===== config.mk =====
export PLATFORM = sky130hd
export DESIGN_NAME = mem_port_arbiter_flat
export DESIGN_NICKNAME = d
export VERILOG_FILES = /design/src/rtl/mem_port_arbiter_pkg.sv /design/src/rtl/mem_port_arbiter_if.sv /design/src/rtl/mem_port_arbiter_starve_counter.sv /design/src/rtl/mem_port_arbiter.sv /design/src/flat_wrapper.sv
export SDC_FILE = /design/constraint.sdc
export NUM_CORES = 1
export LEC_CHECK = 0
export CAP_MARGIN = 30
export CORE_MARGIN = 2
export CORE_UTILIZATION = 37
export CTS_BUF_LIST = sky130_fd_sc_hd__clkbuf_8
export DETAILED_ROUTE_END_ITERATION = 10
export PLACE_DENSITY = 0.93
export SKIP_LAST_GASP = 1
export SLEW_MARGIN = 20
export SYNTH_ARGS = -nofsm -noshare
export SYNTH_HDL_FRONTEND = slang
export SYNTH_SLANG_ARGS = --single-unit

===== constraint.sdc =====
create_clock -name clk -period 10.05 [get_ports clk]
set_input_delay 3.015 -clock clk [delete_from_list [all_inputs] [get_ports clk]]
set_output_delay 3.015 -clock clk [all_outputs]
set_load 0.1 [all_outputs]

===== src/rtl/mem_port_arbiter_pkg.sv =====
// Shared constants and types for the instruction/data memory port arbiter.
// Holds the default geometry, the owner encoding also used by the core and the
// memory model, the response-FSM state type and the address range helper.
package mem_port_arbiter_pkg;

    localparam int unsigned ADDR_W    = 8;
    localparam int unsigned DATA_W    = 32;
    localparam int unsigned MAX_WAIT  = 3;
    localparam int unsigned MEM_WORDS = 1 << ADDR_W;

    typedef enum logic [1:0] {
        OwnNone = 2'd0,
        OwnI    = 2'd1,
        OwnD    = 2'd2
    } owner_e;

    typedef enum logic [1:0] {
        StIdle,
        StRespI,
        StRespD
    } resp_state_e;

    // True when a byte address lies above the 2**aw word window.
    function automatic logic addr_oor(input logic [31:0] addr, input int unsigned aw);
        return (addr >> (aw + 2)) != 32'd0;
    endfunction

endpackage


===== src/rtl/mem_port_arbiter_if.sv =====
// Bundle of every signal between the CPU ports, the arbiter and the memory array.
//   master : CPU fetch + load/store requesters and the memory array (environment side)
//   slave  : the arbiter
// Fetch:      i_req, i_addr -> i_gnt, i_rvalid, i_rdata
// Load/store: d_req, d_we, d_wstrb, d_addr, d_wdata -> d_gnt, d_rvalid, d_rdata, d_err
// Memory:     mem_en, mem_we, mem_addr, mem_wdata -> mem_rdata
interface mem_port_arbiter_if #(
    parameter int unsigned ADDR_W = mem_port_arbiter_pkg::ADDR_W,
    parameter int unsigned DATA_W = mem_port_arbiter_pkg::DATA_W
);
    logic                  i_req;
    logic [31:0]           i_addr;
    logic                  i_gnt;
    logic                  i_rvalid;
    logic [DATA_W-1:0]     i_rdata;

    logic                  d_req;
    logic                  d_we;
    logic [DATA_W/8-1:0]   d_wstrb;
    logic [31:0]           d_addr;
    logic [DATA_W-1:0]     d_wdata;
    logic                  d_gnt;
    logic                  d_rvalid;
    logic [DATA_W-1:0]     d_rdata;
    logic                  d_err;

    logic                  mem_en;
    logic [DATA_W/8-1:0]   mem_we;
    logic [ADDR_W-1:0]     mem_addr;
    logic [DATA_W-1:0]     mem_wdata;
    logic [DATA_W-1:0]     mem_rdata;

    modport master (
        output i_req, i_addr, d_req, d_we, d_wstrb, d_addr, d_wdata, mem_rdata,
        input  i_gnt, i_rvalid, i_rdata, d_gnt, d_rvalid, d_rdata, d_err,
        input  mem_en, mem_we, mem_addr, mem_wdata
    );

    modport slave (
        input  i_req, i_addr, d_req, d_we, d_wstrb, d_addr, d_wdata, mem_rdata,
        output i_gnt, i_rvalid, i_rdata, d_gnt, d_rvalid, d_rdata, d_err,
        output mem_en, mem_we, mem_addr, mem_wdata
    );

endinterface


===== src/rtl/mem_port_arbiter_starve_counter.sv =====
// Counts consecutive cycles the fetch port has been refused.
//   clk, resetn : clock, asynchronous active-low reset
//   req_i       : fetch request
//   gnt_i       : fetch granted this cycle
//   at_max_o    : count has reached MaxWait, fetch must win next arbitration
module mem_port_arbiter_starve_counter #(
    parameter int unsigned MaxWait = 3
) (
    input  logic clk,
    input  logic resetn,
    input  logic req_i,
    input  logic gnt_i,
    output logic at_max_o
);
    localparam int unsigned CntW = $clog2(MaxWait + 1);

    logic [CntW-1:0] wait_cnt_q, wait_cnt_d;

    always_comb begin
        wait_cnt_d = wait_cnt_q;
        if (!req_i || gnt_i) begin
            wait_cnt_d = '0;
        end else if (wait_cnt_q != CntW'(MaxWait)) begin
            wait_cnt_d = wait_cnt_q + 1'b1;
        end
    end

    assign at_max_o = (wait_cnt_q == CntW'(MaxWait));

    always_ff @(posedge clk or negedge resetn) begin
        if (!resetn) begin
            wait_cnt_q <= '0;
        end else begin
            wait_cnt_q <= wait_cnt_d;
        end
    end

endmodule


===== src/rtl/mem_port_arbiter.sv =====
// Shares one single-port word memory between the CPU fetch and load/store ports.
// Load/store wins unless fetch has been refused MAX_WAIT cycles in a row; one grant per
// cycle, memory driven in the grant cycle, read data returned to the owner next cycle.
//   clk, resetn : clock, asynchronous active-low reset
//   bus         : mem_port_arbiter_if.slave (fetch port, load/store port, memory port)
module mem_port_arbiter #(
    parameter int unsigned ADDR_W   = mem_port_arbiter_pkg::ADDR_W,
    parameter int unsigned DATA_W   = mem_port_arbiter_pkg::DATA_W,
    parameter int unsigned MAX_WAIT = mem_port_arbiter_pkg::MAX_WAIT
) (
    input  logic                 clk,
    input  logic                 resetn,
    mem_port_arbiter_if.slave    bus
);
    import mem_port_arbiter_pkg::*;

    owner_e            win;
    logic              i_oor, d_oor, at_max;
    logic              ready_q, ready_d;
    resp_state_e       state_q, state_d;
    logic              zero_q, zero_d;
    logic [DATA_W-1:0] i_rdata_q, i_rdata_d;
    logic [DATA_W-1:0] d_rdata_q, d_rdata_d;

    mem_port_arbiter_starve_counter #(
        .MaxWait (MAX_WAIT)
    ) u_starve (
        .clk      (clk),
        .resetn   (resetn),
        .req_i    (bus.i_req),
        .gnt_i    (bus.i_gnt),
        .at_max_o (at_max)
    );

    // ready_q keeps grants off while reset is held and for the cycle it is released in.
    always_comb begin
        i_oor = addr_oor(bus.i_addr, ADDR_W);
        d_oor = addr_oor(bus.d_addr, ADDR_W);
        win   = OwnNone;
        if (ready_q) begin
            if (bus.i_req && (at_max || !bus.d_req)) begin
                win = OwnI;
            end else if (bus.d_req) begin
                win = OwnD;
            end
        end
    end

    always_comb begin
        bus.i_gnt     = (win == OwnI);
        bus.d_gnt     = (win == OwnD);
        bus.d_err     = (win == OwnD) && d_oor;
        bus.mem_en    = ((win == OwnI) && !i_oor) || ((win == OwnD) && !d_oor);
        bus.mem_we    = '0;
        bus.mem_addr  = '0;
        bus.mem_wdata = '0;
        unique case (win)
            OwnI: bus.mem_addr = bus.i_addr[ADDR_W+1:2];
            OwnD: begin
                bus.mem_addr = bus.d_addr[ADDR_W+1:2];
                if (bus.d_we && !d_oor) begin
                    bus.mem_we    = bus.d_wstrb;
                    bus.mem_wdata = bus.d_wdata;
                end
            end
            default: ;
        endcase
    end

    // Response owner follows this cycle's grant; stores complete at grant.
    always_comb begin
        ready_d   = 1'b1;
        state_d   = StIdle;
        zero_d    = 1'b0;
        unique case (win)
            OwnI: begin
                state_d = StRespI;
                zero_d  = i_oor;
            end
            OwnD: begin
                if (!bus.d_we) begin
                    state_d = StRespD;
                    zero_d  = d_oor;
                end
            end
            default: ;
        endcase

        i_rdata_d = i_rdata_q;
        d_rdata_d = d_rdata_q;
        if (state_q == StRespI) begin
            i_rdata_d = zero_q ? '0 : bus.mem_rdata;
        end
        if (state_q == StRespD) begin
            d_rdata_d = zero_q ? '0 : bus.mem_rdata;
        end
    end

    assign bus.i_rvalid = (state_q == StRespI);
    assign bus.d_rvalid = (state_q == StRespD);
    assign bus.i_rdata  = i_rdata_d;
    assign bus.d_rdata  = d_rdata_d;

    always_ff @(posedge clk or negedge resetn) begin
        if (!resetn) begin
            ready_q   <= 1'b0;
            state_q   <= StIdle;
            zero_q    <= 1'b0;
            i_rdata_q <= '0;
            d_rdata_q <= '0;
        end else begin
            ready_q   <= ready_d;
            state_q   <= state_d;
            zero_q    <= zero_d;
            i_rdata_q <= i_rdata_d;
            d_rdata_q <= d_rdata_d;
        end
    end

endmodule


===== src/flat_wrapper.sv =====
// flat-port wrapper written by rule: the top's interface ports become plain ports
module mem_port_arbiter_flat import mem_port_arbiter_pkg::*;
#(
    parameter int unsigned ADDR_W   = mem_port_arbiter_pkg::ADDR_W,
    parameter int unsigned DATA_W   = mem_port_arbiter_pkg::DATA_W,
    parameter int unsigned MAX_WAIT = mem_port_arbiter_pkg::MAX_WAIT
)
  (clk, resetn, bus_i_req, bus_i_addr, bus_d_req, bus_d_we, bus_d_wstrb, bus_d_addr, bus_d_wdata, bus_mem_rdata, bus_i_gnt, bus_i_rvalid, bus_i_rdata, bus_d_gnt, bus_d_rvalid, bus_d_rdata, bus_d_err, bus_mem_en, bus_mem_we, bus_mem_addr, bus_mem_wdata);
  mem_port_arbiter_if #(.ADDR_W(ADDR_W), .DATA_W(DATA_W)) bus_i ();
  input  logic clk;
  input  logic resetn;
  input wire logic [$bits(bus_i.i_req)-1:0] bus_i_req;
  input wire logic [$bits(bus_i.i_addr)-1:0] bus_i_addr;
  input wire logic [$bits(bus_i.d_req)-1:0] bus_d_req;
  input wire logic [$bits(bus_i.d_we)-1:0] bus_d_we;
  input wire logic [$bits(bus_i.d_wstrb)-1:0] bus_d_wstrb;
  input wire logic [$bits(bus_i.d_addr)-1:0] bus_d_addr;
  input wire logic [$bits(bus_i.d_wdata)-1:0] bus_d_wdata;
  input wire logic [$bits(bus_i.mem_rdata)-1:0] bus_mem_rdata;
  output wire logic [$bits(bus_i.i_gnt)-1:0] bus_i_gnt;
  output wire logic [$bits(bus_i.i_rvalid)-1:0] bus_i_rvalid;
  output wire logic [$bits(bus_i.i_rdata)-1:0] bus_i_rdata;
  output wire logic [$bits(bus_i.d_gnt)-1:0] bus_d_gnt;
  output wire logic [$bits(bus_i.d_rvalid)-1:0] bus_d_rvalid;
  output wire logic [$bits(bus_i.d_rdata)-1:0] bus_d_rdata;
  output wire logic [$bits(bus_i.d_err)-1:0] bus_d_err;
  output wire logic [$bits(bus_i.mem_en)-1:0] bus_mem_en;
  output wire logic [$bits(bus_i.mem_we)-1:0] bus_mem_we;
  output wire logic [$bits(bus_i.mem_addr)-1:0] bus_mem_addr;
  output wire logic [$bits(bus_i.mem_wdata)-1:0] bus_mem_wdata;
  assign bus_i.i_req = bus_i_req;
  assign bus_i.i_addr = bus_i_addr;
  assign bus_i.d_req = bus_d_req;
  assign bus_i.d_we = bus_d_we;
  assign bus_i.d_wstrb = bus_d_wstrb;
  assign bus_i.d_addr = bus_d_addr;
  assign bus_i.d_wdata = bus_d_wdata;
  assign bus_i.mem_rdata = bus_mem_rdata;
  assign bus_i_gnt = bus_i.i_gnt;
  assign bus_i_rvalid = bus_i.i_rvalid;
  assign bus_i_rdata = bus_i.i_rdata;
  assign bus_d_gnt = bus_i.d_gnt;
  assign bus_d_rvalid = bus_i.d_rvalid;
  assign bus_d_rdata = bus_i.d_rdata;
  assign bus_d_err = bus_i.d_err;
  assign bus_mem_en = bus_i.mem_en;
  assign bus_mem_we = bus_i.mem_we;
  assign bus_mem_addr = bus_i.mem_addr;
  assign bus_mem_wdata = bus_i.mem_wdata;
  mem_port_arbiter #(.ADDR_W(ADDR_W), .DATA_W(DATA_W), .MAX_WAIT(MAX_WAIT)) u_core (.clk(clk), .resetn(resetn), .bus(bus_i));
endmodule

Word level (Yosys, flattened, before mapping)
Cells that the tools add are included.
Word-level totals
  memory bits (writable): 0
  memories: 0
  memory bits (read-only): 0
  word-level logic and storage cells: 45
  input port bits: 137
  latch bits: 0
  flip-flop bits (word level): 70
Operators by class
  shift-type cells: 0
  add/subtract/negate cells: 1
  equality and inequality tests: 6
  magnitude comparators: 0
  bitwise logic cells: 0
  mux-type cells: 17
  multipliers: 0
  div/mod/pow operators: 0
  reductions and logical operators: 15
Operators with widths (count)
  32-bit two-way mux: 5
  32-bit nonzero test: 2
  8-bit case mux with 2 select lines: 1
  2-bit two-way mux: 6
  4-bit two-way mux: 2
  2-bit equality test, second input constant: 3
  1-bit logical AND: 5
  2-bit by 1-bit equality test with 1-bit output, second input constant: 2
  1-bit logical NOT: 4
  2-bit case mux with 2 select lines: 1
  1-bit logical OR: 3
  2-bit by 1-bit adder with 2-bit output, second input constant: 1
  2-bit != test, second input constant: 1
  1-bit case mux with 2 select lines: 1
  2-bit nonzero test: 1
  1-bit two-way mux: 1

Logic depth before layout (Yosys ltp)
  depth in word-level cells: 8
  depth in mapped cells: 10
  gate-level depth less buffers: 8

By module
From an unflattened synthesis, not the netlist that was laid out.
Unflattened totals
  cell total of the unflattened synthesis: 350
  area total of the unflattened synthesis: 3253.1 um^2
Modules (own cells, without submodules)
  mem_port_arbiter: area an instance 3158.0 um^2, times used 1, cells an instance 342, sequential area each 1701.6 um^2
  mem_port_arbiter_starve_counter: area an instance 95.1 um^2, times used 1, cells an instance 8, sequential area each 50.0 um^2

Worst setup path before layout
Ideal clock, no wire load.
  path type: input to output
  from: in bus_d_req
  to: out bus_mem_wdata[30]
  required time: 7.035 ns
  path buffers: 2
  setup slack: 1.180 ns
  stages on the path: 8
  arrival time: 5.855 ns
  path through: inv_1 o211ai_1 ha_1 buf_2 inv_1 nor4_4 clkbuf_2 and2_1
On the way
  word-level cells in the longest chain between the ends: 7
  elaborated cells on any way between the ends: 8
RTL lines
  start, declared: RTL line flat_wrapper.sv:14  | input wire logic [$bits(bus_i.d_req)-1:0] bus_d_req;
  1-bit logical NOT: RTL line mem_port_arbiter.sv:41  | if (bus.i_req && (at_max || !bus.d_req)) begin
  1-bit logical OR: RTL line mem_port_arbiter.sv:41
  1-bit logical AND: RTL line mem_port_arbiter.sv:41
  2-bit two-way mux *: RTL line mem_port_arbiter.sv:41
  2-bit two-way mux *: RTL line mem_port_arbiter.sv:40  | if (ready_q) begin
  2-bit equality test *
  net bus_d_gnt: RTL line flat_wrapper.sv:23  | output wire logic [$bits(bus_i.d_gnt)-1:0] bus_d_gnt;
  32-bit two-way mux *: RTL line mem_port_arbiter.sv:57  | unique case (win)
  end, declared: RTL line flat_wrapper.sv:30  | output wire logic [$bits(bus_i.mem_wdata)-1:0] bus_mem_wdata;
Mark *: on every way through the listed nets, which the timed path passes. The rest lies on a longest branch.

Worst setup path after layout
  from: in bus_d_req
  to: out bus_d_err
On the way
  word-level cells in the longest chain between the ends: 7
  elaborated cells on any way between the ends: 8
RTL lines
  1-bit logical NOT: RTL line mem_port_arbiter.sv:41
  1-bit logical OR: RTL line mem_port_arbiter.sv:41
  1-bit logical AND: RTL line mem_port_arbiter.sv:41
  2-bit two-way mux *: RTL line mem_port_arbiter.sv:41
  2-bit two-way mux *: RTL line mem_port_arbiter.sv:40
  2-bit equality test *: RTL line mem_port_arbiter.sv:52  | bus.d_err = (win == OwnD) && d_oor;
  1-bit logical AND *: RTL line mem_port_arbiter.sv:52
  end, declared: RTL line flat_wrapper.sv:26  | output wire logic [$bits(bus_i.d_err)-1:0] bus_d_err;
Mark *: on every way between the ends. The rest lies on a longest branch, timed or not.

==> impl_metrics.tcl <==
set metrics [dict create \
    reg2reg_depth 8 \
    fin_setup_tns_ps 0 \
    power_density_nw_per_um2 235.2 \
    synth_cells 350 \
    critical_path_class "in2out" \
    timing.final.ws_setup_ps 1324 \
    crit_family "buffers and inverters" \
    timing.hold.ws_ps 493.5 \
    cts.sinks 70 \
    portBuffers 246 \
    crit_path_max_incr_delay_ps 1150 \
    synth_top_area_share 0.5385 \
    combPwrFrac 0.548 \
    cts_made_buffers 9 \
    routabilityCongestion 0.8686 \
    via_per_inst 4.734 \
    grt_pass1_wl_um 16420 \
    postCtsSetupBuffers 0 \
    hold_viol 0 \
    status "complete, no violations" \
    r2r_end "u_core.zero_q" \
    ios 251 \
    vias 3323 \
    skew_ps 8.501 \
    wirelength_um 10720 \
    fin_nets 730 \
    synth.distinct_cells 26 \
    p_int_mw 0.6972 \
    holdCritStartpoint "u_core.i_rdata_q[25]" \
    critPathLaunch "bus_d_req" \
    fillers 634 \
    seq_power_share 0.258 \
    period_needed_ps 8726 \
    relSlewSlack 0.3208 \
    synth_area_per_cell_um2 9.295 \
    core_um2 8636 \
    dr.pass1.iters 4 \
    post-place-ws_ps 1336 \
    synth_seq_cells 70 \
    synthTopCellsByArea "dfrtp_1 (54%), o21ai_0 (9.8%), and2_2 (7.8%), nand2_1 (7.6%), nand2b_1 (6.7%)" \
    die_w_um 97.77 \
    critPathRequiredTime_ps 7040 \
    placed_area_um2 5739 \
    cts-resized-gates 0 \
    post-route-period-util 0.8682 \
    tightestPinTransition_ps 1016 \
    cts.path.max_buffers 2 \
    ys_seq_area_frac 0.5385 \
    synth_area_um2 3253 \
    num_rows 34 \
    r2r_start "u_core.u_starve.wait_cnt_q[0]" \
    hpwl_um 8424 \
    routedWlPerCell_um 15.26 \
    final_area_um2 6007 \
    area_growth_pct 84.65 \
    ys_warn_count 0 \
    clk_latency_ps 340 \
    die_y_um 97.77 \
    syn-num-nets 491 \
    crit_slowest_cell "clkdlybuf4s50_1" \
    p_leak_nw 2.707 \
    cts_tree "yes" \
    cap_violations 0 \
    cts_root_buf "clkbuf_8" \
    rsz0062_at_grt "no" \
    crit_chain "clkdlybuf4s50_1 -> inv_1 -> o211ai_1 -> ha_1 -> inv_1 -> nor2_1 -> clkdlybuf4s50_1" \
    holdPathEnd "u_core.i_rdata_q[25]" \
    grt_max_degree 71 \
    hold_path_class "reg2reg" \
    grt_antenna_before_repair 0 \
    slew_violations 0 \
    critPathCaptureType "output pin" \
    r2r_slack_ps 7870 \
    track_usage 0.2160 \
    initial_core_util 0.3767 \
    ir_drop_mv 0.1003 \
    hold_depth 2 \
    worst_setup_path_start_kind "input port" \
    cts_hold_buf 0 \
    cp.buffers_inverters 4 \
    htreeDepth 3 \
    die-area_um2 9558 \
    clkSlewWorstSetupHoldPaths_ps 70 \
    max_freq_ghz 0.1146 \
    yosys.area.top_type "dfrtp_1" \
    p_sw_mw 0.7156 \
    post-route-drc-count 0 \
    mostFrequentLayoutCells "clkdlybuf4s50_1 (209), dfrtp_1 (70), nand2_1 (66), o21ai_0 (64), buf_4 (38)" \
    crit_fanout 11 \
    drt-initial-drc-count 90 \
    worstPathArrival_ps 5710 \
    diodes 0 \
    power.share.switching 0.5065 \
    cp.depth 7 \
    pwr-share-clk 0.194 \
    drive_gt1_frac 0.1582 \
    final_common_cell "clkdlybuf4s50_1" \
    grt_pass1_vias 3380 \
    ant_nets 0 \
    overflow 0 \
    setup_violations 0 \
]
[per-layer routing]
layer | vias to the layer above | GRT usage | wire, um
met5 | - | 0 | 0
met2 | 151 | 0.3979 | 5738
met1 | 1522 | 0.2342 | 3939
li1 | 1631 | - | -
met4 | 0 | 0.07265 | 240
met3 | 19 | 0.06872 | 797
[worst min-delay path, stage by stage, from the launching register on]
cell and delay, ps:
dfrtp_1 330, nand2_1 40, o21ai_0 80
[worst max-delay path by stage]
stage | to | slack (ps)
2_1_floorplan | bus_mem_wdata[30] | 1180
3_3_place_gp | bus_mem_en | 1340
3_5_place_dp | bus_mem_en | 1340
4_1_cts | bus_d_err | 1300
5_1_grt | bus_d_err | 1110
6_report | bus_d_err | 1320
[kinds of logic (layout without fill, tap and decap cells)]
kind of cell / count (synthesis) / count (layout) / synth area share
AOI/OAI and AO/OA: 75 / 75 / 0.1246
xor gates and xnor gates: 1 / 1 / 0.002693
adders and majority gates: 4 / 4 / 0.01539
buffers and inverters: 31 / 275 / 0.03730
DFF: 70 / 70 / 0.5385
muxes: 1 / 1 / 0.003077
other: 1 / 1 / 0.001153
and+or+nand+nor: 167 / 167 / 0.2773
[flip-flops by register name, indices dropped and copies added, names as in the netlist]
signal and cells:
u_core.d_rdata_q 32, u_core.i_rdata_q 32, u_core.state_q 2, u_core.u_starve.wait_cnt_q 2
u_core.ready_q 1, u_core.zero_q 1
[power by group through the flow]
stage / logic [mW] / registers, mW / clock network [mW]
finish: 0.774 / 0.365 / 0.274
global route: 0.802 / 0.370 / 0.293
CTS: 0.777 / 0.365 / 0.281
detailed placement: 0.775 / 0.371 / 0
global placement: 0.762 / 0.367 / 0
floorplan: 0.566 / 0.367 / 0
[area by class of cell]
class / count / area (um2) / area share
inverter: 8 / 30.03 / 0.004999
clock inverter: 6 / 110.1 / 0.01833
clock buffer: 10 / 137.6 / 0.02291
multi-input combinational: 249 / 1385 / 0.2306
tap: 108 / 135.1 / 0.02250
timing repair buffer: 251 / 2457 / 0.4091
sequential: 70 / 1752 / 0.2916
[cells in the mapped netlist (all sizes together)]
cell    instances
dfrtp          70
nand2          66
o21ai          64
and2           36
nand2b         35
clkbuf         18
nor2           14
nor4           11
a22oi           8
inv             8
buf             5
ha              4
nand4           2
a22o            1
conb            1
mux2i           1
nand3           1
o211ai          1
o32ai           1
or3             1
or4             1
xor2            1
[metrics by stage]
| stage | cells | total power [mW] | util |
|---|---|---|---|
| 3_3_place_gp | 683 | 1.128 | 0.6582 |
| 4_1_cts | 701 | 1.423 | 0.6933 |
| 3_5_place_dp | 685 | 1.146 | 0.6646 |
| 6_report | 702 | 1.413 | 0.6956 |
| 5_1_grt | 702 | 1.465 | 0.6956 |
| 2_1_floorplan | 350 | 0.9339 | - |
No activity file was read; power rests on OpenSTA's default activity.
